==> src/rtl/clkdiv_pkg.sv <==
// Shared constants, ratio type and run-state encoding for the programmable clock divider.
package clkdiv_pkg;

  localparam int DIV_W_C       = 8;
  localparam int DIV_DEFAULT_C = 3;
  localparam int SLOW_W_C      = 16;
  localparam int SLOW_DIV_C    = 20000;
  localparam int MIN_DIV       = 2;

  typedef logic [DIV_W_C-1:0] ratio_t;

  typedef enum logic {
    ST_IDLE = 1'b0,
    ST_RUN  = 1'b1
  } run_state_t;

endpackage

==> src/rtl/clkdiv_core.sv <==
// Period counter, boundary detect and odd/even duty shaper.
// A posedge flop sets the high phase; for odd ratios a negedge copy adds the extra half cycle.
module clkdiv_core
  import clkdiv_pkg::*;
#(
  parameter int DIV_W = DIV_W_C
) (
  input  logic             clk_12mhz,
  input  logic             reset,
  input  logic [DIV_W-1:0] active,
  input  logic             running,
  input  logic             running_nxt,
  output logic             clk_out,
  output logic             boundary
);

  logic [DIV_W-1:0] cnt;
  logic [DIV_W-1:0] cnt_nxt;
  logic [DIV_W-1:0] half;
  logic             pos_q;
  logic             neg_q;

  assign half     = active >> 1;
  assign boundary = running && (cnt == active - DIV_W'(1));

  // A start or a boundary always restarts at 0, whose high phase never depends on the new ratio.
  always_comb begin
    cnt_nxt = '0;
    if (running && running_nxt && !boundary) begin
      cnt_nxt = cnt + DIV_W'(1);
    end
  end

  always_ff @(posedge clk_12mhz or posedge reset) begin
    if (reset) begin
      cnt   <= '0;
      pos_q <= 1'b0;
    end else begin
      cnt   <= cnt_nxt;
      pos_q <= running_nxt && (cnt_nxt < half);
    end
  end

  always_ff @(negedge clk_12mhz or posedge reset) begin
    if (reset) begin
      neg_q <= 1'b0;
    end else begin
      neg_q <= active[0] & pos_q;
    end
  end

  assign clk_out = pos_q | neg_q;

endmodule

==> src/rtl/clock_div_prog.sv <==
// Programmable 50%-duty divider of the 12 MHz clock: ratio config/apply, start/stop control
// and a slow stage that toggles slow_clk every SLOW_DIV output periods.
module clock_div_prog
  import clkdiv_pkg::*;
#(
  parameter int DIV_W       = DIV_W_C,
  parameter int DIV_DEFAULT = DIV_DEFAULT_C,
  parameter int SLOW_W      = SLOW_W_C,
  parameter int SLOW_DIV    = SLOW_DIV_C
) (
  input  logic             clk_12mhz,
  input  logic             reset,
  input  logic             enable,
  input  logic [DIV_W-1:0] div_ratio,
  input  logic             div_load,
  output logic             div_ack,
  output logic             cfg_err,
  output logic             running,
  output logic             clk_out,
  output logic             clk_out_n,
  output logic             slow_clk,
  output logic             slow_clk_n,
  output logic             slow_tick
);

  run_state_t        state;
  run_state_t        state_nxt;
  logic [DIV_W-1:0]  active;
  logic [DIV_W-1:0]  pend;
  logic [DIV_W-1:0]  pend_eff;
  logic              pend_valid;
  logic              pend_valid_eff;
  logic              load_ok;
  logic              load_bad;
  logic              apply;
  logic              boundary;
  logic              running_nxt;
  logic [SLOW_W-1:0] slow_cnt;

  assign load_ok  = div_load && (div_ratio >= DIV_W'(MIN_DIV));
  assign load_bad = div_load && !load_ok;

  // A load in the apply cycle itself bypasses the pending register.
  assign pend_eff       = load_ok ? div_ratio : pend;
  assign pend_valid_eff = load_ok || pend_valid;
  assign apply          = pend_valid_eff && (!running || boundary);

  always_comb begin
    state_nxt = state;
    case (state)
      ST_IDLE: if (enable) state_nxt = ST_RUN;
      ST_RUN:  if (!enable && boundary) state_nxt = ST_IDLE;
      default: state_nxt = ST_IDLE;
    endcase
  end

  assign running     = (state == ST_RUN);
  assign running_nxt = (state_nxt == ST_RUN);

  always_ff @(posedge clk_12mhz or posedge reset) begin
    if (reset) begin
      state      <= ST_IDLE;
      active     <= DIV_W'(DIV_DEFAULT);
      pend       <= '0;
      pend_valid <= 1'b0;
      div_ack    <= 1'b0;
      cfg_err    <= 1'b0;
    end else begin
      state   <= state_nxt;
      div_ack <= apply;
      cfg_err <= load_bad;
      if (load_ok) begin
        pend <= div_ratio;
      end
      if (apply) begin
        active     <= pend_eff;
        pend_valid <= 1'b0;
      end else begin
        pend_valid <= pend_valid_eff;
      end
    end
  end

  clkdiv_core #(
    .DIV_W(DIV_W)
  ) u_core (
    .clk_12mhz  (clk_12mhz),
    .reset      (reset),
    .active     (active),
    .running    (running),
    .running_nxt(running_nxt),
    .clk_out    (clk_out),
    .boundary   (boundary)
  );

  assign clk_out_n = ~clk_out;

  // boundary is already qualified by running, so slow_cnt holds while stopped.
  always_ff @(posedge clk_12mhz or posedge reset) begin
    if (reset) begin
      slow_cnt   <= '0;
      slow_clk   <= 1'b0;
      slow_clk_n <= 1'b1;
      slow_tick  <= 1'b0;
    end else begin
      slow_tick <= 1'b0;
      if (boundary) begin
        if (slow_cnt == SLOW_W'(SLOW_DIV - 1)) begin
          slow_cnt   <= '0;
          slow_clk   <= ~slow_clk;
          slow_clk_n <= slow_clk;
          slow_tick  <= 1'b1;
        end else begin
          slow_cnt <= slow_cnt + SLOW_W'(1);
        end
      end
    end
  end

endmodule

==> config.mk <==
export PLATFORM = sky130hd
export DESIGN_NAME = clock_div_prog
export DESIGN_NICKNAME = d
export VERILOG_FILES = /design/src/rtl/clkdiv_pkg.sv /design/src/rtl/clkdiv_core.sv /design/src/rtl/clock_div_prog.sv
export SDC_FILE = /design/constraint.sdc
export NUM_CORES = 1
export LEC_CHECK = 0
export CORE_MARGIN = 2
export CORE_UTILIZATION = 60
export CTS_BUF_LIST = sky130_fd_sc_hd__clkbuf_4 sky130_fd_sc_hd__clkbuf_8 sky130_fd_sc_hd__clkbuf_16
export CTS_CLUSTER_SIZE = 25
export DETAILED_ROUTE_END_ITERATION = 8
export HOLD_SLACK_MARGIN = 0.08
export PLACE_DENSITY = 0.9
export SYNTH_ARGS = -nofsm -noshare
export SYNTH_HDL_FRONTEND = slang
export SYNTH_HIERARCHICAL = 1
export SYNTH_SLANG_ARGS = --single-unit
export TNS_END_PERCENT = 100
==> constraint.sdc <==
create_clock -name clk_12mhz -period 6.89 [get_ports clk_12mhz]
set_input_delay 1.7225 -clock clk_12mhz [delete_from_list [all_inputs] [get_ports clk_12mhz]]
set_output_delay 1.7225 -clock clk_12mhz [all_outputs]
set_load 0.005 [all_outputs]
==> results by group, run 1 <==
Global routing
  – Largest net degree at the start of global routing: 40
  – First-pass GRT wire length: 8.618 mm
  – Vias in the first global route: between 1,500 and 2,000
  – Total gr overflow: 0
  – Total Routing Usage GR: 0.2197
  – Antenna violations before repair: 0

Clock tree
  – Total clock sinks: 49
  – Clock-pin slew on the worst setup and hold paths: around 0.080 ns
  – Post-CTS Resized: 0
  – Worst skew pair latency: about 0.30 ns
  – Post-CTS Setup Repair Bufs: 0
  – Root Buffer Master: clkbuf_8
  – Htree depth: 2
  – Total CTS buffers: 5
  – CTS tree: done
  – Max Buffers Root-to-Sink: 2
  – Post-CTS Hold Buffers: 0

Setup path
  – Critical path arrival: ~4.9 ns
  – Worst Path Max Fanout: 2
  – Reg2reg start: active[0]
  – Reg-to-reg endpoint: u_core/pos_q
  – Crit path max-delay family: buffers and inverters
  – R2r worst-path depth: 17
  – Crit path launch type: flip-flop
  – Critical-path top delay cell: clkdlybuf4s50_1
  – Critical setup path kind: flip-flop to output port
  – R2R setup slack: approximately 2.5 ns
  – CP Cell Sequence: or2_2 > inv_1 > clkdlybuf4s50_1
  – Crit-path max cell delay: 0.49 ns
  – Crit path depth: 3
  – CP bufs+invs: 2
  – CP required: approximately 5.2 ns
  – Critical path endpoint category: output port

Floorplanning
  – Full die area: around 0.005 mm^2
  – Core area: just over 0.004 mm^2
  – IO Pins: 20
  – Chip height: around 70 um
  – Initial core utilization: 0.6359
  – Die width: approximately 70 um
  – Rows: 23

Power
  – LEAKAGE: roughly 1.2 nW
  – Design Power: 528.5 uW
  – PwrDens: 179.7 mW/mm^2
  – Peak VDD IR: 0.1658 mV

Hold path
  – Hold EP: slow_clk
  – Cells on Worst Hold Path: 1
  – Worst Hold Launch: slow_clk
  – Hold Path Class: flip-flop to flip-flop

Drt
  – Wire length per cell: 15.38 um
  – Via count: 1,865
  – Top Metal Used: met4
  – Number of DRC markers in iteration 0: 161
  – WL final: 4.891 mm
  – Post-DRT Antenna Nets: 0
  – Drt first pass iters: 4
  – # DRC: 0
  – Via/cell ratio: 5.865
  – Metal3 WL: 153 um
  – Met2 WL: 2.367 mm
  – Metal-1 WL: 2.310 mm

Yosys
  – Synth async-reset ratio: 1.000
  – Yosys top cell area share: 0.4333
  – Cell accounting for the most synthesized area: dfrtp_1
  – Ys Warns: 6
  – Mapped Cells: about 250
  – Mapped Nets: 267
  – Cell variety after synth: 53
  – #FFs+latches synth: 49
  – EDFF count, synth: 0
  – Mapped cell area: 0.002599 mm^2
  – Seq/Total Area, Yosys: 0.4733
  – Area contributors post-synth: dfrtp_1 43%, xnor2_1 5.4%, mux2_2 4.8%
  – Mean post-synth cell area: 10.56 um^2
  – Main synth FF type: dfrtp_1

STA
  – Final worst setup slack: about 0.28 ns
  – Final setup fails: 0
  – Final hold viol count: 0
  – Fin. max-slew vios: 0
  – Clk_skew: 0.009751 ns
  – Hold WS: approximately 0.5 ns
  – RSZ-0062 raised after global routing: no
  – Max-slew headroom at the worst pin: 0.4836
  – Post-route setup TNS: 0 ns
  – Worst Tran Pin Value: 0.7722 ns

Layout
  – Commonest non-fill, non-tap cells in the layout: 45 x dfrtp_1, 20 x inv_1, 19 x clkdlybuf4s50_1
  – Layout Nets: 288
  – Final Non-Filler Cells: around 320
  – Share of cells above drive strength 1: 0.1119
  – N_diodes: 0
  – Commonest non-fill, non-tap cell in the layout: dfrtp_1
  – Area growth, synth to finish: 13.19%

Run
  – Max cap viols: 0

Run status
  – Status: finished clean

Place
  – PortBufs: 19
  – Cell count after placement: 310
  – Routability cong.: 0.8846
  – DP HPWL: approximately 3.5 mm
  – Setup Slack @ Placement: 0.5890 ns
-- per-layer routing --
layer  up-vias  track usage
li1        909            -
met1       914       0.2896
met2        35       0.3651
met3         7      0.04651
met4         0      0.06838
met5         -            0
-- flip-flops by register name, summed over array words and instances, names as in the netlist --
register	count
div_ack	1
pend_valid	1
u_core/neg_q	1
running	1
pend	8
cfg_err	1
u_core/pos_q	1
slow_clk_n	1
u_core/cnt	8
slow_clk	1
active	8
slow_cnt	16
slow_tick	1
-- how the worst max path moves through the flow --
| stage | startpoint | to | slack [ns] |
|---|---|---|---|
| after floorplan | u_core/neg_q | clk_out_n | 1.07 |
| after global placement | u_core/neg_q | clk_out_n | 0.61 |
| after detailed placement | u_core/neg_q | clk_out_n | 0.59 |
| after CTS | u_core/neg_q | clk_out_n | 0.27 |
| after global routing | u_core/neg_q | clk_out_n | 0.22 |
| final | u_core/neg_q | clk_out_n | 0.28 |
-- cell usage after synthesis, types with 5 or more instances --
master / instances
nand4_1: 8
inv_1: 20
o21ai_0: 5
xnor2_1: 16
a21oi_1: 9
xor2_1: 10
ha_1: 9
mux2_2: 11
nand2_1: 12
nor2_1: 15
nor3_1: 16
a22o_1: 7
dfrtp_1: 45
nand3_1: 8
-- area by class of cell --
type,count,area (um^2)
sequential,49,1230
fill,292,1145
multi-input combinational,171,1256
inverter,20,75.07
clock buffer,6,82.58
tap,50,62.56
timing repair buffer,20,197.7
clock inverter,2,37.54
-- worst reg2reg max path: cells and delay by family, from the launching register on --
kind | cells | cell delay (ns)
AOI/OAI and AO/OA | 6 | 1.50
xor gates and xnor gates | 1 | 0.18
adders and majority gates | 2 | 0.55
buffers and inverters | 2 | 0.39
DFF | 1 | 0.65
and+or+nand+nor | 6 | 1.03
-- through the flow --
step / cell area, um^2 / utilization
after global placement: 2821 / 0.6904
after CTS: 2942 / 0.7198
after global routing: 2942 / 0.7198
after floorplan: 2599 / -
after detailed placement: 2821 / 0.6904
final: 2942 / 0.7198
-- power breakdown --
part	switching, mW	total [mW]	internal, mW
Clock	0.0956	0.214	0.118
Sequential	0.00140	0.293	0.292
Combinational	0.0117	0.0218	0.0101
-- cells by family after synthesis --
family | Yosys count | synth area share
mux | 11 | 0.04767
buf+inv | 26 | 0.04333
xor+xnor | 26 | 0.08762
simple gates | 88 | 0.1921
fa+ha+maj | 9 | 0.04333
compound gates | 37 | 0.1127
flops | 49 | 0.4733
(Power assumes the default switching activity.)
==> run 2, diff against run 1 <==
Settings changed: MAX_ROUTING_LAYER set to met4.
==> run 2 against run 1 <==
Clock skew is 0.00058 ns lower; final cell count stayed put; critical path depth stayed put; count of clock-buffer cells in the layout is 1 lower; sequential share of layout area is 0.11 points higher; critical path type unchanged.
==> results by group, run 2 (synthesized netlist as in run 1, its figures left out) <==
Power
  – Clock power share: 0.392 (-0.012)
  – PwrDens: 176.2 mW/mm^2 (-1.9%)
  – LEAKAGE: 1.245 nW (about the same)
  – Net Switching: 106.6 uW (-1.9%)
  – Comb pwr share: 0.042 (about the same)
  – Design Power: 517.1 uW (-2.2%)
  – Flop pwr share: 0.566 (+0.012)
  – Sw Share: 0.2062 (+0.0005365)
  – Internal power: 410.5 uW (-2.2%)
  – Peak VDD IR: 0.1057 mV (-36%)

Global routing
  – Vias in the first global route: 1,927 (+0.052%)
  – Total gr overflow: 0 (unchanged)
  – First-pass GRT wire length: 9.066 mm (+5.2%)
  – Antenna violations before repair: 0 (unchanged)
  – Total Routing Usage GR: 0.2403 (+0.02057)
  – Largest net degree at the start of global routing: 40 (unchanged)

Clock tree
  – Total CTS buffers: 5 (unchanged)
  – Htree depth: 2 (unchanged)
  – Root Buffer Master: clkbuf_8
  – Total clock sinks: 49 (unchanged)
  – Post-CTS Resized: 0 (unchanged)
  – Worst skew pair latency: 0.30 ns (about the same)
  – Max Buffers Root-to-Sink: 2 (unchanged)
  – Clock-pin slew on the worst setup and hold paths: 0.09 ns (about the same)
  – Post-CTS Setup Repair Bufs: 0 (unchanged)
  – CTS tree: done
  – Post-CTS Hold Buffers: 0 (unchanged)

Hold path
  – Cells on Worst Hold Path: 1 (unchanged)
  – Hold EP: slow_clk
  – Worst Hold Launch: slow_clk
  – Hold Path Class: flip-flop to flip-flop

Floorplanning
  – Full die area: 0.004873 mm^2 (unchanged)
  – Initial core utilization: 0.6359 (unchanged)
  – IO Pins: 20 (unchanged)
  – Chip height: 69.81 um (unchanged)
  – Rows: 23 (unchanged)
  – Die width: 69.81 um (unchanged)
  – Core area: 0.004086 mm^2 (unchanged)

Drt
  – # DRC: 0 (unchanged)
  – WL final: 5.080 mm (+3.9%)
  – Via count: 1,904 (+2.1%)
  – Wire length per cell: 15.97 um (+3.9%)
  – Number of DRC markers in iteration 0: 105 (-35%)
  – Post-DRT Antenna Nets: 0 (unchanged)
  – Drt first pass iters: 4 (unchanged)
  – Via/cell ratio: 5.987 (+2.1%)

Setup path
  – Worst Path Max Fanout: 2 (unchanged)
  – Critical path arrival: 4.89 ns (about the same)
  – Reg-to-reg endpoint: u_core/pos_q
  – R2r worst-path depth: 17 (unchanged)
  – Critical-path top delay cell: clkdlybuf4s50_1
  – Crit path max-delay family: buffers and inverters
  – CP bufs+invs: 2 (unchanged)
  – Crit path launch type: flip-flop
  – Critical path endpoint category: output port
  – CP Cell Sequence: or2_2 > inv_1 > clkdlybuf4s50_1
  – Critical setup path kind: flip-flop to output port
  – R2R setup slack: 2.45 ns (-0.06 ns)
  – Reg2reg start: active[0]
  – CP required: 5.17 ns (about the same)
  – Crit-path max cell delay: 0.49 ns (about the same)

Layout
  – Fin area: 0.002934 mm^2 (-0.26%)
  – Commonest non-fill, non-tap cells in the layout: 45 x dfrtp_1, 20 x inv_1, 19 x clkdlybuf4s50_1
  – Biggest register: slow_cnt
  – Max FFs per register: 16 (unchanged)
  – Share of cells above drive strength 1: 0.1119 (unchanged)
  – Finished Core Util: 0.7180 (-0.001837)
  – Commonest non-fill, non-tap cell in the layout: dfrtp_1
  – # fillers: 276 (-5.5%)
  – Area growth, synth to finish: 12.90%
  – Layout Nets: 288 (unchanged)
  – N_diodes: 0 (unchanged)

STA
  – Worst Tran Pin Value: 0.8117 ns (+0.03950 ns)
  – Final setup fails: 0 (unchanged)
  – Fin. max-slew vios: 0 (unchanged)
  – Post-route setup TNS: 0 ns (unchanged)
  – Max-slew headroom at the worst pin: 0.4572 (-0.02642)
  – Final hold viol count: 0 (unchanged)
  – RSZ-0062 raised after global routing: no
  – Clk_skew: 0.009167 ns (-0.0005839 ns)
  – Hold WS: 0.4877 ns (-0.008951 ns)

Place
  – Placed Instance Area: 0.002821 mm^2 (unchanged)
  – PortBufs: 19 (unchanged)
  – DP HPWL: 3.642 mm (+3.6%)
  – Routability cong.: 0.8939 (+1.1%)

Run status
  – Status: finished clean

Run
  – Max cap viols: 0 (unchanged)
## run 2: worst max path at each step
stage,startpoint,end,slack [ns],cells past startpoint
after floorplan,u_core/neg_q,clk_out_n,1.07,2
after global placement,u_core/neg_q,clk_out_n,0.61,3
after detailed placement,u_core/neg_q,clk_out_n,0.60,3
after CTS,u_core/neg_q,clk_out_n,0.27,3
after global routing,u_core/neg_q,clk_out_n,0.22,3
final,u_core/neg_q,clk_out_n,0.28,3
## run 2: power by group through the flow
| stage | Sequential, mW | Clock (mW) | Combinational (mW) |
|---|---|---|---|
| finish | 0.293 | 0.202 | 0.0218 |
| global route | 0.293 | 0.220 | 0.0246 |
| CTS | 0.293 | 0.207 | 0.0223 |
| detailed placement | 0.299 | 0 | 0.0220 |
| global placement | 0.298 | 0 | 0.0215 |
| floorplan | 0.298 | 0 | 0.0117 |
## run 2: routing by layer
metal,share of wire,track usage,vias to the layer above
met2,0.51,0.3937,55
met3,0.043,0.04215,7
met1,0.44,0.3086,928
met5,0,-,-
met4,0.013,0.07051,0
li1,-,-,914
## run 2: layout make-up
type | instances | area (um^2) | area share
clock buffers | 5 | 68.82 | 0.02345
clock inverters | 3 | 43.79 | 0.01493
inverters | 20 | 75.07 | 0.02559
multi-input cells | 171 | 1256 | 0.4281
flip-flops and latches | 49 | 1230 | 0.4192
well taps | 50 | 62.56 | 0.02132
repair buffers | 20 | 197.7 | 0.06738
## run 2: through the flow
step / instances / setup slack [ns]
detailed placement: 310 / 0.6004
global placement: 310 / 0.6126
floorplan: 246 / 1.074
finish: 318 / 0.2818
global route: 318 / 0.2231
CTS: 318 / 0.2667
==> run 3, diff against run 2 <==
Settings changed: ABC_AREA set to 1, PLACE_DENSITY 0.9 to 0.89.
==> run 3 against run 2 <==
Count of clock-buffer cells in the layout grew 3; wire length up 7.2%; setup slack improved by 0.0028 ns; critical path type unchanged; critical endpoint unchanged; largest power group is now combinational cells.
==> results by group, run 3 <==
Run status
  – Status: finished clean

Global routing
  – Total gr overflow: 0 (unchanged)
  – Total Routing Usage GR: 0.2392 (-0.001045)
  – Antenna violations before repair: 0 (unchanged)
  – Vias in the first global route: 2,272 (+18%)
  – First-pass GRT wire length: 9.432 mm (+4.0%)
  – Largest net degree at the start of global routing: 40 (unchanged)

Yosys
  – #FFs+latches synth: 49 (unchanged)
  – Seq/Total Area, Yosys: 0.4350 (-0.03832)
  – Count leader, synth: nand2_1
  – Area contributors post-synth: dfrtp_1 40%, nand2_1 17%, inv_1 7.0%
  – Main synth FF type: dfrtp_1
  – EDFF count, synth: 0 (unchanged)
  – Main combinational cell family by area after synthesis: simple AND/OR/NAND/NOR gates
  – Yosys top cell area share: 0.3982 (-0.03509)
  – Xor-xnor portion of the synthesized cell area: 0.04292 (-0.04471)
  – Mux share of post-synthesis cell area: 0 (-0.04766)
  – Adder-Cell Fraction of Synth Area: 0.03982 (-0.003509)
  – Post-synthesis simple-gate area fraction: 0.3504 (+0.1583)
  – Cell accounting for the most synthesized area: dfrtp_1
  – Top cells by count, synth: 125 x nand2_1, 53 x inv_1, 45 x dfrtp_1, 33 x nor2_1, 24 x nand3_1
  – Mapped Cells: 373 (+52%)
  – Cell variety after synth: 30 (-43%)
  – Compound-gate portion of the synthesized area: 0.03628 (-0.07638)
  – Mapped Nets: 394 (+48%)
  – Ys Warns: 6 (unchanged)
  – Synth async-reset ratio: 1.000 (unchanged)
  – Mean post-synth cell area: 7.581 um^2 (-28%)
  – Mapped cell area: 0.002828 mm^2 (+8.8%)

Clock tree
  – Htree depth: 2 (unchanged)
  – Post-CTS Setup Repair Bufs: 0 (unchanged)
  – Post-CTS Resized: 0 (unchanged)
  – Post-CTS Hold Buffers: 0 (unchanged)
  – Root Buffer Master: clkbuf_8
  – CTS tree: done
  – Total CTS buffers: 5 (unchanged)
  – Total clock sinks: 49 (unchanged)
  – Max Buffers Root-to-Sink: 2 (unchanged)
  – Worst skew pair latency: 0.30 ns (about the same)
  – Clock-pin slew on the worst setup and hold paths: 0.08 ns (about the same)

Layout
  – Commonest non-fill, non-tap cells in the layout: 125 x nand2_1, 53 x inv_1, 45 x dfrtp_1
  – Multi-input logic area: 0.001328 mm^2 (+5.7%)
  – Biggest register: slow_cnt
  – Max FFs per register: 16 (unchanged)
  – Area growth, synth to finish: 11.42%
  – N_diodes: 0 (unchanged)
  – Commonest non-fill, non-tap cell in the layout: nand2_1
  – Layout Nets: 417 (+45%)
  – Share of cells above drive strength 1: 0.1335 (+0.02156)
  – Final Non-Filler Cells: 449 (+41%)
  – # fillers: 374 (+36%)
  – Register Area: 0.001230 mm^2 (unchanged)

Drt
  – Via count: 2,260 (+19%)
  – Number of DRC markers in iteration 0: 149 (+42%)
  – # DRC: 0 (unchanged)
  – Drt first pass iters: 4 (unchanged)
  – Post-DRT Antenna Nets: 0 (unchanged)
  – Via/cell ratio: 5.033 (-16%)
  – Wire length per cell: 12.13 um (-24%)
  – WL final: 5.448 mm (+7.2%)

Floorplanning
  – IO Pins: 20 (unchanged)
  – Core area: 0.004444 mm^2 (+8.8%)
  – Die width: 72.65 um (+4.1%)
  – Rows: 24 (+4.3%)
  – Chip height: 72.65 um (+4.1%)
  – Initial core utilization: 0.6363 (about the same)
  – Full die area: 0.005278 mm^2 (+8.3%)

STA
  – Post-route setup TNS: 0 ns (unchanged)
  – Fin. max-slew vios: 0 (unchanged)
  – Worst Tran Pin Value: 0.4916 ns (-0.3200 ns)
  – Final setup fails: 0 (unchanged)
  – Clk_skew: 0.004483 ns (-0.004685 ns)
  – Final worst setup slack: 0.2846 ns (+0.002810 ns)
  – Final hold viol count: 0 (unchanged)
  – Max-slew headroom at the worst pin: 0.6722 (+0.2151)
  – RSZ-0062 raised after global routing: no

Setup path
  – Critical setup path kind: flip-flop to output port
  – Critical path arrival: 4.88 ns (about the same)
  – R2r worst-path depth: 2 (-15)
  – CP required: 5.17 ns (about the same)
  – Reg-to-reg endpoint: u_core/neg_q
  – R2R setup slack: 2.77 ns (+0.32 ns)
  – Worst Path Max Fanout: 2 (unchanged)
  – Crit path launch type: flip-flop
  – Critical path endpoint category: output port
  – Reg2reg start: active[0]

Hold path
  – Cells on Worst Hold Path: 2 (+1)
  – Worst Hold Launch: pend[6]
  – Hold EP: pend[6]
  – Hold Path Class: flip-flop to flip-flop

Run
  – Max cap viols: 0 (unchanged)

Place
  – Routability cong.: 0.8657 (-3.2%)
  – DP HPWL: 4.236 mm (+16%)
  – Cell count after placement: 441 (+42%)
  – PortBufs: 19 (unchanged)
  – Setup Slack @ Placement: 0.5951 ns (-0.005250 ns)

Power
  – Peak VDD IR: 0.1585 mV (+50%)
  – Design Power: 1.060 mW (+110%)
  – PwrDens: 336.5 mW/mm^2 (+91%)
  – LEAKAGE: 1.665 nW (+34%)
## run 3: cell count changes after synthesis, sizes merged, moves of 10 or more
cell / previous run / this run
nand2: 12 / 135
inv: 20 / 61
nor2: 15 / 43
nand3: 8 / 28
mux2: 11 / 0
xnor2: 16 / 5
nor3: 17 / 7
## run 3: layout make-up
cell class,count,area share
well taps,52,0.02065
multi-input cells,258,0.4214
inverters,62,0.07387
repair buffers,20,0.06275
clock buffers,8,0.03098
flip-flops and latches,49,0.3904
## run 3: worst max path at each step
| stage | cells after the start | endpoint | slack (ns) | from |
|---|---|---|---|---|
| floorplan | 2 | clk_out_n | 1.07 | u_core/neg_q |
| global placement | 3 | clk_out_n | 0.61 | u_core/neg_q |
| detailed placement | 3 | clk_out_n | 0.60 | u_core/neg_q |
| CTS | 3 | clk_out_n | 0.27 | u_core/neg_q |
| global route | 3 | clk_out_n | 0.23 | u_core/neg_q |
| finish | 3 | clk_out_n | 0.28 | u_core/neg_q |
## run 3: stage by stage
stage | instance area, um^2 | util | hold slack, ns
after CTS | 3151 | 0.7089 | 0.4872
after floorplan | 2828 | - | 0.4405
after global placement | 3053 | 0.6869 | 0.4523
final | 3151 | 0.7089 | 0.4809
after detailed placement | 3053 | 0.6869 | 0.4683
after global routing | 3151 | 0.7089 | 0.5053
## run 3: metal layers
| metal | share of wire | vias up | track usage |
|---|---|---|---|
| met5 | 0 | - | - |
| met4 | 0.021 | 0 | 0.09877 |
| met3 | 0.030 | 12 | 0.05110 |
| met2 | 0.51 | 37 | 0.4061 |
| met1 | 0.43 | 1024 | 0.2750 |
| li1 | - | 1187 | - |
## run 3: cell families (layout without fill, tap and decap cells)
group,count (synthesis),after routing
simple gates,221,221
xor+xnor,13,13
flops,49,49
fa+ha+maj,9,9
compound gates,15,15
buf+inv,66,90
## run 3: worst max-delay path: stages, from the launching register on
cell and delay (ns):
dfrtn_1 0.32, or2_2 0.28, inv_1 0.05, clkdlybuf4s50_1 0.49
## run 3: power breakdown
group,total (mW),internal [mW],leakage (nW),switching (mW)
sequential,0.417,0.353,0.623,0.0634
combinational,0.466,0.191,0.990,0.276
clock,0.177,0.0898,0.0523,0.0874
total,1.06,0.634,1.67,0.426
==> variant: new RTL, settings of run 3 <==
The package constant `SLOW_W_C` goes from 16 to 32.
--- a/src/rtl/clkdiv_pkg.sv
+++ b/src/rtl/clkdiv_pkg.sv
@@ -4,5 +4,5 @@
   localparam int DIV_W_C       = 8;
   localparam int DIV_DEFAULT_C = 3;
-  localparam int SLOW_W_C      = 16;
+  localparam int SLOW_W_C      = 32;
   localparam int SLOW_DIV_C    = 20000;
   localparam int MIN_DIV       = 2;
Check against the original RTL: not checked (the comparison handles one clock edge and no latches or derived clocks); the edit may change what the design does.
==> variant against run 3 <==
Critical path depth unchanged; sequential cell count up 16; wire length up 70%; design area up 49%; area after synthesis up 49%; worst setup slack worse by 0.044 ns; power down 29%; synthesized cell count up 68%; largest power group is now registers.
==> variant: results <==
{
  "status": "finished, final reports clean",
  "drtIter0Drc": 172,
  "r2r_slack_ns": 2.70,
  "grt_pass1_vias": 3728,
  "clk_latency_ns": 0.35,
  "place_inst": 735,
  "mappedNetlistNets": 646,
  "seq_area_frac_synth_pct": 38.7,
  "grt_use_met3_pct": 6.03,
  "totalWireLength_um": 9270,
  "r2r-end": "u_core/pos_q",
  "synth_commonest_cells": "nand2_1, nor2_1, inv_1, dfrtp_1, nand3_1",
  "worstMarginPinSlew_ns": 0.843,
  "dp_hpwl_um": 7040,
  "via_per_inst": 5.24,
  "fin_worst_skew_ns": 0.0195,
  "met3_length_um": 514,
  "use_met2_pct": 45.3,
  "met1_length_um": 3900,
  "vdd_drop_max_uv": 89.9,
  "avgSynthCellArea_um2": 6.74,
  "drt-pass1-iter-count": 5,
  "fin_nets": 671,
  "grtUsageTotal_pct": 27.1,
  "leakagePower_nw": 2.40,
  "min_to": "slow_clk_n",
  "antenna_found_initial": 0,
  "synth.area.top_cells": "dfrtp_1, nand2_1, nor2_1, inv_1, nand3_1",
  "synth.distinct_cells": 31,
  "vias": 3938,
  "rr_worst_depth": 21,
  "n_fill_cell": 566,
  "grt_start_max_net_pins": 56,
  "cts_made_buffers": 9,
  "swShare_pct": 23.7,
  "largest_register_ffs": 32,
  "routed-wl-met2_um": 4600,
  "grt_pass1_wl_um": 15900,
  "grtUsageMet1_pct": 31.6,
  "cts.htree.levels": 3,
  "min_from": "slow_clk_n"
}
## variant: cell types whose count changed after synthesis, moves of 4 or more
cell / before / now
dfrtp_1: 45 / 61
nor2_4: 2 / 6
nor2_2: 8 / 14
nand3_1: 24 / 48
nand2_1: 125 / 216
buf_2: 0 / 5
inv_1: 53 / 93
nand2_2: 10 / 3
nand4_1: 6 / 16
nor2_1: 33 / 95
## variant: power groups by stage
| stage | sequential, mW | clock [mW] | combinational, mW |
|---|---|---|---|
| after floorplan | 0.394 | 0 | 0.0136 |
| after global placement | 0.394 | 0 | 0.0242 |
| after detailed placement | 0.394 | 0 | 0.0251 |
| after CTS | 0.387 | 0.347 | 0.0250 |
| after global routing | 0.387 | 0.364 | 0.0282 |
| final | 0.387 | 0.343 | 0.0244 |
## variant: metrics by stage
stage	utilization [%]	hold WS, ns	total power, mW	setup slack [ns]	area, um2
after floorplan	-	0.438	0.407	1.07	4210
after CTS	69.3	0.472	0.759	0.225	4710
after global placement	66.2	0.451	0.418	0.606	4500
final	69.3	0.469	0.754	0.241	4710
after global routing	69.3	0.499	0.779	0.190	4710
after detailed placement	66.2	0.459	0.419	0.589	4500
## variant: cell families (layout without fill, tap and decap cells)
logic type	count (synthesis)	after routing	share of synthesized area [%]
simple gates	418	418	43.7
flops	65	65	38.7
buf+inv	105	135	9.63
compound gates	12	12	1.93
fa+ha+maj	9	9	2.67
xor+xnor	16	16	3.33
## variant: critical path, delay by kind of cell (launching register included)
kind | cells | cell delay, ns
buffers and inverters | 2 | 0.55
flip-flops | 1 | 0.32
AND/OR/NAND/NOR | 1 | 0.29
## variant: layout make-up
class	count	share of cell area [%]
Multi-Input combinational cell	455	46.2
Sequential cell	65	34.6
Inverter	98	7.81
Timing Repair Buffer	21	4.36
Clock buffer	10	2.92
Tap cell	96	2.55
Clock inverter	6	1.51
